[config.mk]
export PLATFORM = sky130hd
export DESIGN_NAME = three_to_eight_pulse_decoder
export DESIGN_NICKNAME = d
export VERILOG_FILES = /design/src/rtl/three_to_eight_pulse_decoder.sv
export SDC_FILE = /design/constraint.sdc
export NUM_CORES = 1
export LEC_CHECK = 0
export BUFFER_PORTS_ARGS = -buffer_cell sky130_fd_sc_hd__buf_2
export CAP_MARGIN = 25
export CORE_MARGIN = 3
export CORE_UTILIZATION = 45
export CTS_CLUSTER_SIZE = 12
export DETAILED_ROUTE_END_ITERATION = 12
export PLACE_DENSITY = 0.65
export SLEW_MARGIN = 25
export SYNTH_ARGS = -nofsm -noshare
export SYNTH_HDL_FRONTEND = slang
export SYNTH_SLANG_ARGS = --single-unit
[constraint.sdc]
create_clock -name clk -period 1.7 [get_ports clk]
set_input_delay 0.51 -clock clk [delete_from_list [all_inputs] [get_ports clk]]
set_output_delay 0.51 -clock clk [all_outputs]
set_load 0.005 [all_outputs]
[src/rtl/three_to_eight_pulse_decoder.sv]
// three_to_eight_pulse_decoder
//
// Re-expands a binary index into a timed one-hot strobe. An accepted index drives
// out = 1 << in_idx for PULSE_LEN cycles. The output is then forced to zero for
// GAP_LEN cycles before the next index can be accepted.
//
// Parameters:
//   OUT_W      one-hot output width (IDX_W = $clog2(OUT_W))
//   PULSE_LEN  cycles the one-hot output is held (1..255)
//   GAP_LEN    forced all-zero cycles after each pulse (0..255)
//
// Ports:
//   clk       rising-edge clock
//   rst       synchronous, active-high reset
//   in_valid  index offered
//   in_ready  block can accept (high only while idle)
//   in_idx    index to decode, sampled only on accept
//   out       registered one-hot (or all-zero) output
//   busy      pulse or gap in progress
//   done      high during the final pulse cycle
//
// Optional feature (define PARITY_CHK_EN):
//   in_par    even parity of in_idx supplied with the transfer
//   err       sticky parity error flag, cleared only by rst. A transfer with bad
//             parity is consumed and produces no pulse.
module three_to_eight_pulse_decoder #(
    parameter int unsigned OUT_W     = 8,
    parameter int unsigned PULSE_LEN = 4,
    parameter int unsigned GAP_LEN   = 1,
    localparam int unsigned IDX_W    = $clog2(OUT_W)
) (
    input  logic             clk,
    input  logic             rst,
    input  logic             in_valid,
    output logic             in_ready,
    input  logic [IDX_W-1:0] in_idx,
`ifdef PARITY_CHK_EN
    input  logic             in_par,
    output logic             err,
`endif
    output logic [OUT_W-1:0] out,
    output logic             busy,
    output logic             done
);

    typedef enum logic [1:0] {StIdle, StPulse, StGap} state_e;

    // Terminal counts of the shared phase counter. GapLast is unused when GAP_LEN is 0.
    localparam logic [7:0] PulseLast = 8'(PULSE_LEN - 1);
    localparam logic [7:0] GapLast   = 8'(GAP_LEN - 1);

    state_e           state_q, state_d;
    logic [7:0]       cnt_q, cnt_d;
    logic [OUT_W-1:0] out_q, out_d;
    logic             accept;
    logic             idx_ok;
    logic             par_ok;
    logic [OUT_W-1:0] onehot;

    assign accept = in_valid && in_ready;
    // Only reachable for non-power-of-two OUT_W: such indices are consumed but dropped.
    assign idx_ok = (32'(in_idx) < OUT_W);
    assign onehot = {{(OUT_W-1){1'b0}}, 1'b1} << in_idx;

`ifdef PARITY_CHK_EN
    logic err_q, err_d;

    assign par_ok = (in_par == ^in_idx);
    assign err_d  = err_q | (accept && !par_ok);
    assign err    = err_q;
`else
    assign par_ok = 1'b1;
`endif

    // State register. The latched one-hot value doubles as the captured index.
    always_ff @(posedge clk) begin
        if (rst) begin
            state_q <= StIdle;
            cnt_q   <= 8'd0;
            out_q   <= '0;
`ifdef PARITY_CHK_EN
            err_q   <= 1'b0;
`endif
        end else begin
            state_q <= state_d;
            cnt_q   <= cnt_d;
            out_q   <= out_d;
`ifdef PARITY_CHK_EN
            err_q   <= err_d;
`endif
        end
    end

    // Next-state logic
    always_comb begin
        state_d = state_q;
        cnt_d   = cnt_q;
        out_d   = out_q;
        case (state_q)
            StIdle: begin
                if (accept && idx_ok && par_ok) begin
                    state_d = StPulse;
                    cnt_d   = 8'd0;
                    out_d   = onehot;
                end
            end
            StPulse: begin
                if (cnt_q == PulseLast) begin
                    state_d = (GAP_LEN == 0) ? StIdle : StGap;
                    cnt_d   = 8'd0;
                    out_d   = '0;
                end else begin
                    cnt_d = cnt_q + 8'd1;
                end
            end
            StGap: begin
                if (cnt_q == GapLast) begin
                    state_d = StIdle;
                    cnt_d   = 8'd0;
                end else begin
                    cnt_d = cnt_q + 8'd1;
                end
            end
            default: begin
                state_d = StIdle;
                cnt_d   = 8'd0;
                out_d   = '0;
            end
        endcase
    end

    // Outputs
    always_comb begin
        in_ready = (state_q == StIdle);
        busy     = (state_q != StIdle);
        done     = (state_q == StPulse) && (cnt_q == PulseLast);
        out      = out_q;
    end

endmodule

# Yosys cells after proc, flatten, opt, wreduce, memory -nomap -nowiden
# Cells that the tools add are included.
# word_totals
regBits	18
input_bits	6
out_inout_bits	11
word_cells	30
# op_classes
n_addsub	1
eq_ne	6
shift	1
muxes	11
bitwise_logic	1
reduce_logical	7
# ops
operator	count
case mux 8 bit (3 select lines)	2
two-way mux 8 bit	5
adder 8 x 1 -> 8 bit, second input constant	1
== test 8 x 2 -> 1 bit, second input constant	1
zero test 8 bit	1
<< shifter 1 x 3 -> 8 bit, first input constant	1
two-way mux 2 bit	3
case mux 2 bit (3 select lines)	1
AND reduction 3 bit	2
!= test 2 bit, second input constant	2
== test 2 x 1 -> 1 bit, second input constant	1
== test 2 bit, second input constant	1
logical AND 1 bit	2
zero test 2 bit	1
!= test 2 x 1 -> 1 bit, second input constant	1
nonzero test 2 bit	1
NOT 1 bit	1

# Logic depth before layout (Yosys ltp)
# depth
depth_word	4
depth_mapped	7
depth_no_buf	6

# Worst setup path before layout
# No wires, ideal clock.
# synth_timing
path_kind	register -> register
from	register state_q[0]
to	register out_q[1] (netlist: out[1])
setup_ps	70
arrival_ps	1647
t_required_ps	1630
path_slack_ps	-18
path_stages_with_launch	8
cell_sequence	dfxtp_1 -> inv_1 -> ha_1 -> nand2b_1 -> nand2_1 -> clkbuf_1 -> or4_1 -> a21oi_1
# synth_via
elab_chain_cells	4
word_cells_on_any_way	9
# synth_lines
item	line_no	rtl
from (decl)	52	state_e state_q, state_d;
from (signal assigned)	78	state_q <= StIdle;
from (signal assigned)	85	state_q <= state_d;
zero test 2 bit *	134	in_ready = (state_q == StIdle);
via in_ready	35	output logic in_ready,
logical AND 1 bit	60	assign accept = in_valid && in_ready;
!= test 2 x 1 -> 1 bit (no source line)	n/a	
AND reduction 3 bit (no source line)	n/a	
to (signal assigned)	87	out_q <= out_d;
to (decl)	54	logic [OUT_W-1:0] out_q, out_d;
# Mark *: on every way through the listed nets, which the timed path passes. The rest lies on a longest branch.
# A chain may end at the register's enable or synchronous reset.

# Final worst setup path
# layout_timing
from	register cnt_q[7]
to	output done
# layout_via
elab_chain_cells	2
# layout_lines
item	line_no	rtl
from (decl)	53	logic [7:0] cnt_q, cnt_d;
from (signal assigned)	86	cnt_q <= cnt_d;
== test 8 x 2 -> 1 bit	136	done = (state_q == StPulse) && (cnt_q == PulseLast);
logical AND 1 bit	136	
to (decl)	43	output logic done
# No other way between the ends.

==> impl_metrics.csv <==
group,metric,value,unit
run_status,status,"finished with violations",
run_status,violations,"negative setup slack",
synthesis,avgSynthCellArea,7.87,µm²
drt,route.detailed.vias_per_inst,6.20,
drt,drt-initial-drc-count,49,
timing,relSlewSlack,74.0,%
critical_path,endpoint_kind,"output pin",
floorplanning,die_x,54.4,µm
global_routing,gr-usage-all-layers,20.4,%
synthesis,synth_top_family_by_area,"compound AO/OA/AOI/OAI gates",
critical_path,cp.buffers_inverters,2,
power,p_per_area,614,mW/mm²
placement,place_area,0.00126,mm²
power,power.leakage,0.530,nW
power,power.total,0.929,mW
clock_tree,insertion_delay,310,ps
timing,max_freq,496,MHz
critical_path,critPathKind,"reg2out",
critical_path,arrival,1500,ps
critical_path,required,1190,ps
global_routing,grt_pass1_vias,937,
drt,wl,3200,µm
critical_path,crit_path_max_fanout,2,
placement,dpl.hpwl,1890,µm
worst_hold_path,hold_class,"reg2reg",
clock_tree,clkSinkCount,18,
synthesis,synthMuxAreaShare,0,%
layout,layout.nets,179,
drt,route.vias.total,1202,
layout,layout_common_cells,"16 x buf_4, 15 x buf_2, 14 x dfxtp_1, 13 x nand2_1, 9 x nor3_1",
timing,hold_viol,0,
timing,hold_slack,479,ps
worst_hold_path,hold_start,"out[4]",
timing,tightest_slew,390,ps
clock_tree,cts_root_buf,"clkbuf_4",
flow_run,maxCapViolations,0,
timing,finalSetupViolCount,2,
floorplanning,die-area,0.00296,mm²
timing,worst_clock_skew,17.6,ps
clock_tree,cts_buffers,3,
floorplanning,die_h,54.4,µm
layout,fin_util,72.7,%
placement,gp_congestion,0.856,
floorplanning,row_count,16,
drt,ant_nets,0,
power,ir_drop,461,µV
timing,fin_crit,2010,ps
timing,slew_viol_final,0,
synthesis,synth_compound_area_share,27.0,%
critical_path,path_delay_family,"simple AND/OR/NAND/NOR gates",
clock_tree,cts_buffer_depth,2,
synthesis,synth-simple-area-share,26.2,%
clock_tree,cts_tree,"done",
drt,wl_per_cell,16.5,µm
clock_tree,h-tree-depth,1,
critical_path,startpoint_type,"flop",
critical_path,cp_slowest_stage_delay,350,ps
timing,rsz0062_at_grt,"yes",
critical_path,path_cells,"nor4_4 > buf_4 > and3_4 > and2_4 > buf_6",
timing,finalCritPeriodShare,119,%
critical_path,reg2reg_from,"cnt_q[7]",
placement,pre_cts_slack,-37.0,ps
layout,final_common_cell,"buf_4",
synthesis,synthXorXnorAreaFrac,0,%
synthesis,ys_seq_area_share,34.2,%
floorplanning,ios,17,
layout,drive_gt1_share,44.9,%
synthesis,ys_types,29,
synthesis,synth-warning-count,0,
synthesis,synthCells,134,
global_routing,grt_max_degree,19,
critical_path,crit_start,"cnt_q[7]",
global_routing,grt-ovfl-total,0,
floorplanning,core_area,0.00208,mm²
clock_tree,clk_pin_slew,120,ps
layout,postLayoutCellArea,0.00151,mm²
synthesis,syn-cell-area,0.00105,mm²
layout,syn2layout_area_growth,43.5,%
floorplanning,initial_core_util,50.7,%
synthesis,synthAdderAreaFrac,5.93,%
drt,drt_first_pass_iters,4,
global_routing,grt_pass1_wl,4400,µm
layout,antennaDiodeCount,0,
global_routing,antenna_found_initial,0,
drt,drc,0,
synthesis,syn-num-nets,145,
placement,port_buffers,16,
critical_path,crit_slowest_cell,"dfxtp_2",
timing,worst_slack,-315,ps
synthesis,ys_seq_elements,18,
worst min-delay path, cell delays in order, from the launching register on:
cell     delay, ps
dfxtp_1        320
o21ai_0         60
a21oi_1         60
power breakdown:
part           switching, mW  total, mW  internal, mW
Clock                  0.141      0.271         0.131
Combinational          0.126      0.220        0.0947
Sequential           0.00666      0.438         0.431
cells by family after synthesis:
| family | count (synthesis) |
|---|---|
| simple gates | 50 |
| fa+ha+maj | 5 |
| flops | 18 |
| buf+inv | 18 |
| compound gates | 43 |
timing repair:
| item | CTS | global route |
|---|---|---|
| pin swaps | 2 | 12 |
| gates cloned | 0 | 2 |
| hold buffers | 0 | 0 |
| resized for setup | 2 | 45 |
| setup endpoints to repair | 13 | 18 |
| setup buffers | 2 | 1 |
cells in the mapped netlist:
master,n,area (µm²)
nor2b_1,1,6.26
o31a_1,1,8.76
nor2_1,3,11.3
or3_1,1,6.26
a21oi_1,11,55.1
buf_1,1,3.75
or4_1,6,45.0
nand3_1,4,20.0
nand2_1,14,52.6
or2_2,1,6.26
buf_2,2,10.0
o21a_1,1,7.51
nor4_1,2,12.5
clkbuf_1,5,18.8
o21ai_0,8,40.0
o2111ai_1,8,70.1
ha_1,5,62.6
nor4_4,1,21.3
inv_1,10,37.5
dfxtp_1,18,360
and3_1,1,6.26
o211ai_1,4,30.0
a31oi_1,7,43.8
and2_1,2,12.5
nor3_1,9,45.0
nand2b_1,5,31.3
a31oi_2,1,12.5
o221ai_1,1,8.76
a31o_2,1,8.76
cell type report:
| type | count | area, µm² |
|---|---|---|
| Timing Repair Buffer | 36 | 260 |
| Clock buffer | 4 | 36.3 |
| Sequential cell | 18 | 365 |
| Tap cell | 27 | 33.8 |
| Multi-Input combinational cell | 99 | 781 |
| Inverter | 10 | 37.5 |
| Fill cell | 150 | 568 |
through the flow:
step	TNS, ps	std cells
5_1_grt	-700	194
3_3_place_gp	-2.96	185
4_1_cts	-756	191
6_report	-340	194
2_1_floorplan	0	134
3_5_place_dp	-61.0	185
metal layers:
layer,up-vias,routed length (µm),global-route usage (%)
met4,0,19,4.98
met3,6,200,4.36
met2,45,1580,31.3
met1,578,1400,29.0
met5,-,0,0
li1,573,-,-
worst paths after layout:
path                      to  slack [ps]  cells after the start
setup reg to reg  state_q[0]         -30                      7
setup / recovery        done        -310                      5
hold / removal        out[4]         480                      2
hold reg to reg       out[4]         480                      2
registers in the layout (all words and copies together) (netlist names):
register and flops:
cnt_q 8, state_q 2, out 8
(Power assumes the default switching activity.)
